### src/rtl/bitwise_pipe_unit_pkg.sv
`default_nettype none
// ============================================================================
// Module   : bitwise_pkg
// Brief    : Opcode encoding shared by the bitwise pipeline unit and its ALU.
// Revision : 1.0 - initial release
// ============================================================================
package bitwise_pkg;

   localparam int BW_OP_W = 3;

   typedef enum logic [BW_OP_W-1:0] {
      OP_AND   = 3'd0,
      OP_OR    = 3'd1,
      OP_NAND  = 3'd2,
      OP_NOR   = 3'd3,
      OP_XOR   = 3'd4,
      OP_XNOR  = 3'd5,
      OP_NOTA  = 3'd6,
      OP_PASSB = 3'd7
   } bw_op_e;

endpackage
`default_nettype wire

### src/rtl/bitwise_pipe_unit_if.sv
`default_nettype none
// ============================================================================
// Module   : bitwise_pipe_unit_if
// Brief    : Operand/result handshake bundle for the bitwise pipeline unit.
// Revision : 1.0 - initial release
// ============================================================================
interface bitwise_pipe_unit_if #(
   parameter int WIDTH = 8,
   parameter int CNT_W = 16
);
   logic                            in_valid;
   logic                            in_ready;
   logic [bitwise_pkg::BW_OP_W-1:0] in_op;
   logic [WIDTH-1:0]                in_a;
   logic [WIDTH-1:0]                in_b;
   logic                            out_valid;
   logic                            out_ready;
   logic [WIDTH-1:0]                out_y;
   logic                            out_zero;
   logic                            out_parity;
   logic [CNT_W-1:0]                op_count;

   modport master (
      output in_valid, in_op, in_a, in_b, out_ready,
      input  in_ready, out_valid, out_y, out_zero, out_parity, op_count
   );

   modport slave (
      input  in_valid, in_op, in_a, in_b, out_ready,
      output in_ready, out_valid, out_y, out_zero, out_parity, op_count
   );
endinterface
`default_nettype wire

### src/rtl/bitwise_pipe_unit_alu.sv
`default_nettype none
// ============================================================================
// Module   : bitwise_alu
// Brief    : Combinational per-bit logic operation selected by opcode.
// Revision : 1.0 - initial release
// ============================================================================
module bitwise_alu
   import bitwise_pkg::*;
#(
   parameter int WIDTH = 8
) (
   input  bw_op_e           i_op,
   input  logic [WIDTH-1:0] i_a,
   input  logic [WIDTH-1:0] i_b,
   output logic [WIDTH-1:0] o_y
);

   always_comb begin
      o_y = '0;
      case (i_op)
         OP_AND:   o_y = i_a & i_b;
         OP_OR:    o_y = i_a | i_b;
         OP_NAND:  o_y = ~(i_a & i_b);
         OP_NOR:   o_y = ~(i_a | i_b);
         OP_XOR:   o_y = i_a ^ i_b;
         OP_XNOR:  o_y = ~(i_a ^ i_b);
         OP_NOTA:  o_y = ~i_a;
         OP_PASSB: o_y = i_b;
         default:  o_y = '0;
      endcase
   end

endmodule
`default_nettype wire

### src/rtl/bitwise_pipe_unit.sv
`default_nettype none
// ============================================================================
// Module   : bitwise_pipe_unit
// Brief    : Two-stage valid/ready pipeline around bitwise_alu with result
//            flags and a saturating completed-operation counter.
// Revision : 1.0 - initial release
// ============================================================================
module bitwise_pipe_unit
   import bitwise_pkg::*;
#(
   parameter int WIDTH = 8,
   parameter int CNT_W = 16
) (
   input  logic                clk,
   input  logic                rst,
   bitwise_pipe_unit_if.slave  bus
);

   logic             r_s1_valid;
   bw_op_e           r_s1_op;
   logic [WIDTH-1:0] r_s1_a;
   logic [WIDTH-1:0] r_s1_b;
   logic             r_s2_valid;
   logic [WIDTH-1:0] r_s2_y;
   logic             r_s2_zero;
   logic             r_s2_parity;
   logic [CNT_W-1:0] r_op_count;

   logic             w_in_ready;
   logic             w_accept;
   logic             w_emit;
   logic             w_s2_load;
   logic [WIDTH-1:0] w_alu_y;

   // Ready never looks at in_valid, so upstream may gate valid on ready freely.
   assign w_in_ready = !rst && (!r_s1_valid || !r_s2_valid || bus.out_ready);
   assign w_accept   = bus.in_valid && w_in_ready;
   assign w_emit     = r_s2_valid && bus.out_ready;
   assign w_s2_load  = r_s1_valid && (!r_s2_valid || bus.out_ready);

   bitwise_alu #(
      .WIDTH (WIDTH)
   ) u_alu (
      .i_op (r_s1_op),
      .i_a  (r_s1_a),
      .i_b  (r_s1_b),
      .o_y  (w_alu_y)
   );

   always_ff @(posedge clk) begin
      if (rst) begin
         r_s1_valid <= 1'b0;
         r_s1_op    <= OP_AND;
         r_s1_a     <= '0;
         r_s1_b     <= '0;
      end else if (w_accept) begin
         r_s1_valid <= 1'b1;
         r_s1_op    <= bw_op_e'(bus.in_op);
         r_s1_a     <= bus.in_a;
         r_s1_b     <= bus.in_b;
      end else if (w_s2_load) begin
         r_s1_valid <= 1'b0;
      end
   end

   always_ff @(posedge clk) begin
      if (rst) begin
         r_s2_valid  <= 1'b0;
         r_s2_y      <= '0;
         r_s2_zero   <= 1'b0;
         r_s2_parity <= 1'b0;
      end else if (w_s2_load) begin
         r_s2_valid  <= 1'b1;
         r_s2_y      <= w_alu_y;
         r_s2_zero   <= (w_alu_y == '0);
         r_s2_parity <= ^w_alu_y;
      end else if (w_emit) begin
         r_s2_valid  <= 1'b0;
      end
   end

   always_ff @(posedge clk) begin
      if (rst) begin
         r_op_count <= '0;
      end else if (w_emit && (r_op_count != {CNT_W{1'b1}})) begin
         r_op_count <= r_op_count + 1'b1;
      end
   end

   assign bus.in_ready   = w_in_ready;
   assign bus.out_valid  = r_s2_valid;
   assign bus.out_y      = r_s2_y;
   assign bus.out_zero   = r_s2_zero;
   assign bus.out_parity = r_s2_parity;
   assign bus.op_count   = r_op_count;

endmodule
`default_nettype wire

### src/flat_wrapper.sv
// flat-port wrapper written by rule: the top's interface ports become plain ports
module bitwise_pipe_unit_flat import bitwise_pkg::*;
#(
   parameter int WIDTH = 8,
   parameter int CNT_W = 16
)
  (clk, rst, bus_in_valid, bus_in_op, bus_in_a, bus_in_b, bus_out_ready, bus_in_ready, bus_out_valid, bus_out_y, bus_out_zero, bus_out_parity, bus_op_count);
  bitwise_pipe_unit_if #(.WIDTH(WIDTH), .CNT_W(CNT_W)) bus_i ();
  input  logic clk;
  input  logic rst;
  input wire logic [$bits(bus_i.in_valid)-1:0] bus_in_valid;
  input wire logic [$bits(bus_i.in_op)-1:0] bus_in_op;
  input wire logic [$bits(bus_i.in_a)-1:0] bus_in_a;
  input wire logic [$bits(bus_i.in_b)-1:0] bus_in_b;
  input wire logic [$bits(bus_i.out_ready)-1:0] bus_out_ready;
  output wire logic [$bits(bus_i.in_ready)-1:0] bus_in_ready;
  output wire logic [$bits(bus_i.out_valid)-1:0] bus_out_valid;
  output wire logic [$bits(bus_i.out_y)-1:0] bus_out_y;
  output wire logic [$bits(bus_i.out_zero)-1:0] bus_out_zero;
  output wire logic [$bits(bus_i.out_parity)-1:0] bus_out_parity;
  output wire logic [$bits(bus_i.op_count)-1:0] bus_op_count;
  assign bus_i.in_valid = bus_in_valid;
  assign bus_i.in_op = bus_in_op;
  assign bus_i.in_a = bus_in_a;
  assign bus_i.in_b = bus_in_b;
  assign bus_i.out_ready = bus_out_ready;
  assign bus_in_ready = bus_i.in_ready;
  assign bus_out_valid = bus_i.out_valid;
  assign bus_out_y = bus_i.out_y;
  assign bus_out_zero = bus_i.out_zero;
  assign bus_out_parity = bus_i.out_parity;
  assign bus_op_count = bus_i.op_count;
  bitwise_pipe_unit #(.WIDTH(WIDTH), .CNT_W(CNT_W)) u_core (.clk(clk), .rst(rst), .bus(bus_i));
endmodule
### config.mk
export PLATFORM = sky130hd
export DESIGN_NAME = bitwise_pipe_unit_flat
export DESIGN_NICKNAME = d
export VERILOG_FILES = /design/src/rtl/bitwise_pipe_unit_pkg.sv /design/src/rtl/bitwise_pipe_unit_if.sv /design/src/rtl/bitwise_pipe_unit_alu.sv /design/src/rtl/bitwise_pipe_unit.sv /design/src/flat_wrapper.sv
export SDC_FILE = /design/constraint.sdc
export NUM_CORES = 1
export LEC_CHECK = 0
export ABC_AREA = 1
export CAP_MARGIN = 20
export CORE_ASPECT_RATIO = 0.9
export CORE_MARGIN = 1
export CORE_UTILIZATION = 35
export CTS_CLUSTER_SIZE = 16
export DETAILED_ROUTE_END_ITERATION = 8
export PLACE_DENSITY_LB_ADDON = 0.3
export SETUP_SLACK_MARGIN = 0.02
export SLEW_MARGIN = 20
export SYNTH_ARGS = -nofsm -noshare
export SYNTH_HDL_FRONTEND = slang
export SYNTH_SLANG_ARGS = --single-unit
### constraint.sdc
create_clock -name clk -period 1.85 [get_ports clk]
set_input_delay 0.37 -clock clk [delete_from_list [all_inputs] [get_ports clk]]
set_output_delay 0.37 -clock clk [all_outputs]
set_load 0.005 [all_outputs]
==> tab_implementation.tex <==
\begin{tabular}{lr}
\hline
Metric & Value \\
\hline
\multicolumn{2}{l}{\textbf{STA}} \\
Unrepaired setup endpoints after global routing & true \\
Time the final worst path needs with I/O delays and setup & 1.95 ns \\
Fin Setup TNS & -0.168 ns \\
Final worst setup slack & -0.0970 ns \\
Number of setup violations in the final report & 2 \\
Final hold slack & 0.493 ns \\
Worst slew margin relative to its limit & 75.0\% \\
Worst clock skew & 0.00798 ns \\
Highest Clock Rate & 514 MHz \\
Final number of hold-violating endpoints & 0 \\
Transition time of the tightest slew-check pin & 0.375 ns \\
Final max-slew violation count & 0 \\
Tcrit/Tclk final & 105\% \\
\multicolumn{2}{l}{\textbf{Global route}} \\
Pin count of the biggest net entering global routing & 39 \\
Global-route wire length before repair & 14000 microns \\
Gr ovfl total & 0 \\
Overall Global Routing Usage & 18.5\% \\
Via count of the first global-routing pass & 3174 \\
Number of antenna violations at the first check in global routing & 0 \\
\multicolumn{2}{l}{\textbf{Flow run}} \\
Number of max-cap violations & 0 \\
\multicolumn{2}{l}{\textbf{Synth}} \\
Post-synthesis sequential element count & 47 \\
Gate count of the mapped netlist & 451 \\
Dominant synthesized flop cell & dfxtp\_1 \\
Cell accounting for the most synthesized area & dfxtp\_1 \\
Async S/R FF share, synth & 0\% \\
Count of synthesis-stage warnings from yosys & 0 \\
Most repeated cell in the gate-level netlist after synthesis & nand2\_1 \\
Leading post-synthesis cells by cell area & dfxtp\_1, nand2\_1, ha\_1 \\
Post-Synthesis Cell Area & 3110 sq um \\
Cell types with the highest counts after synthesis & nand2\_1, nor2\_1, dfxtp\_1 \\
Count of flip-flops with a built-in enable after synthesis & 0 \\
Synthesized net count & 495 \\
Sequential share of the synthesized area & 30.2\% \\
Number of distinct library cell variants in the gate-level netlist after synthesis & 25 \\
Post-synthesis area per instance & 6.90 sq um \\
Fraction of synthesized cell area taken by the top area cell type & 30.2\% \\
\multicolumn{2}{l}{\textbf{Cells and area}} \\
Multi-input combinational cell area & 2050 sq um \\
Layout Utilization & 53.1\% \\
Net count, final & 606 \\
Final Non-Filler Cells & 682 \\
Total inserted antenna cells & 0 \\
Share of post-route cells with drive strength above 1 & 29.1\% \\
Number of fill cells & 797 \\
Register area & 962 sq um \\
Synthesis-to-layout area growth & 46.8\% \\
\multicolumn{2}{l}{\textbf{Floorplan}} \\
Number of primary I/O pins & 51 \\
Core Box Area & 8610 sq um \\
Die Area & 9280 sq um \\
DIE HEIGHT & 91.5 microns \\
Die extent in x & 101 microns \\
Placement row count & 32 \\
Initial standard-cell utilization of the core & 36.2\% \\
\multicolumn{2}{l}{\textbf{Power}} \\
Reported leakage power & 0.00196 uW \\
Largest vdd supply drop & 335 uV \\
Pwr Density & 606 nW/um\^{}2 \\
\multicolumn{2}{l}{\textbf{CTS}} \\
Clock tree from TritonCTS & yes \\
Total of hold buffers inserted after clock tree synthesis & 0 \\
Worst-case clock buffer depth & 2 \\
H-tree depth & 2 \\
Total clock buffers created by CTS & 5 \\
Number of clock sinks & 47 \\
Reg clk slew, reported paths & 0.09 ns \\
Worst skew pair latency & 0.31 ns \\
Clock root buffer & clkbuf\_8 \\
\multicolumn{2}{l}{\textbf{Worst setup path}} \\
Maximum fanout encountered on the critical timing path & 2 \\
Arrival time worst endpoint & 2.15 ns \\
Highest-delay cell along the critical path & dfxtp\_1 \\
Critical Path Max Stage Delay & 0.34 ns \\
Most frequent CP cell & inv\_1 \\
Critical path cell sequence & inv\_1 -> ha\_4 -> inv\_1 -> nand4\_1 -> nand2\_1 -> nor2\_2 -> nand3\_2 -> inv\_2 -> ha\_4 -> xnor2\_2 -> xnor2\_1 -> o21ai\_1 -> inv\_1 \\
Sort of element at the start of the critical path & flop \\
WS Path Type & flop to flop \\
Source of the worst register-to-register timing path & u\_core.r\_s1\_a[6] \\
Register-to-Register Setup Slack & -0.1 ns \\
Data required time at the worst endpoint & 2.05 ns \\
Length in cells of the worst reg-to-reg path & 13 \\
Worst r2r dst & u\_core.bus.out\_parity \\
Kind of capture point of the worst setup path & flop \\
\multicolumn{2}{l}{\textbf{Detailed routing}} \\
Antenna-violating nets left & 0 \\
Detailed-routing iteration count for the pre-antenna-repair pass & 4 \\
Vias after detailed routing & 3293 \\
Via-per-instance ratio & 4.83 \\
Final wirelength & 8450 microns \\
Iteration-0 DRC count of the detailed router & 201 \\
Detailed-route wire length per cell & 12.4 microns \\
DRC violations left & 0 \\
\multicolumn{2}{l}{\textbf{Placed design}} \\
Port-buffer cells & 50 \\
Placed cells & 660 \\
Weighted congestion at the end of routability-driven global placement & 0.874 \\
HPWL Detailed & 5960 microns \\
\multicolumn{2}{l}{\textbf{Min path}} \\
Start point of the worst min-delay path & u\_core.r\_s1\_valid \\
Hold/Removal Path Class & flop to flop \\
Hold Path Cell Cnt & 2 \\
Worst min-delay path endpoint & u\_core.bus.out\_valid \\
\multicolumn{2}{l}{\textbf{Status}} \\
Run status & finished, violations left \\
Failing checks & negative setup slack \\
\hline
\end{tabular}
-- flip-flops by register name, indices dropped and copies added, names as in the netlist --
name / flops
u_core.r_s1_a: 8
u_core.r_s1_valid: 1
u_core.r_s1_op: 3
u_core.r_s1_b: 8
u_core.bus.out_valid: 1
u_core.bus.op_count: 16
u_core.bus.out_y: 8
u_core.bus.out_parity: 1
u_core.bus.out_zero: 1
-- cell usage in the layout, fill, tap and decap left out, types with 18 or more instances in the layout --
cell	instances
buf_4	70
clkdlybuf4s50_1	49
dfxtp_1	32
inv_1	35
nand2_1	103
nand3_1	18
nand4_1	31
nor2_1	60
o31ai_1	19
-- worst max-delay path, delay by kind of cell, from the launching register on --
kind                       cells  cell delay, ns
AOI/OAI and AO/OA              1            0.14
adders and majority gates      2            0.48
and+or+nand+nor                4            0.36
xor gates and xnor gates       2            0.27
DFF                            1            0.34
buffers and inverters          4            0.26
-- per-layer routing --
metal	vias up	global-route usage [%]	wire, microns
li1	1697	-	-
met1	1521	24.7	4040
met2	68	30.7	4020
met3	7	3.00	314
met4	0	4.95	77
met5	-	0	0
-- power by group --
group / switching (uW) / internal, uW / total (uW) / leakage [uW]
registers: 36.5 / 1070 / 1110 / 0.000390
clock network: 380 / 306 / 686 / 0.0000474
logic: 452 / 524 / 976 / 0.00152
-- cell families after synthesis --
| group | synth area share, % |
|---|---|
| compound gates | 10.9 |
| simple gates | 37.3 |
| flops | 30.2 |
| fa+ha+maj | 8.44 |
| xor+xnor | 2.81 |
| buf+inv | 10.4 |
-- final cells by class --
cell class,count,share of cell area (%)
well taps,119,3.26
repair buffers,127,24.5
clock buffers,6,1.81
inverters,50,4.22
multi-input cells,331,44.8
flip-flops and latches,47,21.1
clock inverters,2,0.356
-- repair_timing --
| action | CTS | global route |
|---|---|---|
| gates resized for setup | 16 | 43 |
| buffers inserted | 5 | 10 |
| endpoints found under the setup margin | 2 | 7 |
| pin swaps | 5 | 20 |
-- metrics by stage --
step / power, uW / setup slack, ns / area [sq um]
2_1_floorplan: 1530 / 0.0218 / 3120
6_report: 2770 / -0.0970 / 4570
3_5_place_dp: 1890 / -0.136 / 4140
5_1_grt: 2940 / -0.236 / 4570
3_3_place_gp: 1870 / -0.109 / 4140
4_1_cts: 2620 / -0.123 / 4320
-- worst max-delay path by stage --
stage | startpoint | end | slack (ns) | cells after the start
2_1_floorplan | u_core.r_s1_op[0] | u_core.bus.out_parity | 0.02 | 12
3_3_place_gp | bus_out_ready | bus_in_ready | -0.11 | 6
3_5_place_dp | u_core.r_s1_op[1] | u_core.bus.out_parity | -0.14 | 12
4_1_cts | u_core.r_s1_b[5] | u_core.bus.out_parity | -0.12 | 13
5_1_grt | u_core.r_s1_a[6] | u_core.bus.out_parity | -0.24 | 13
6_report | u_core.r_s1_a[6] | u_core.bus.out_parity | -0.1 | 13
No activity file was read; power rests on OpenSTA's default activity.
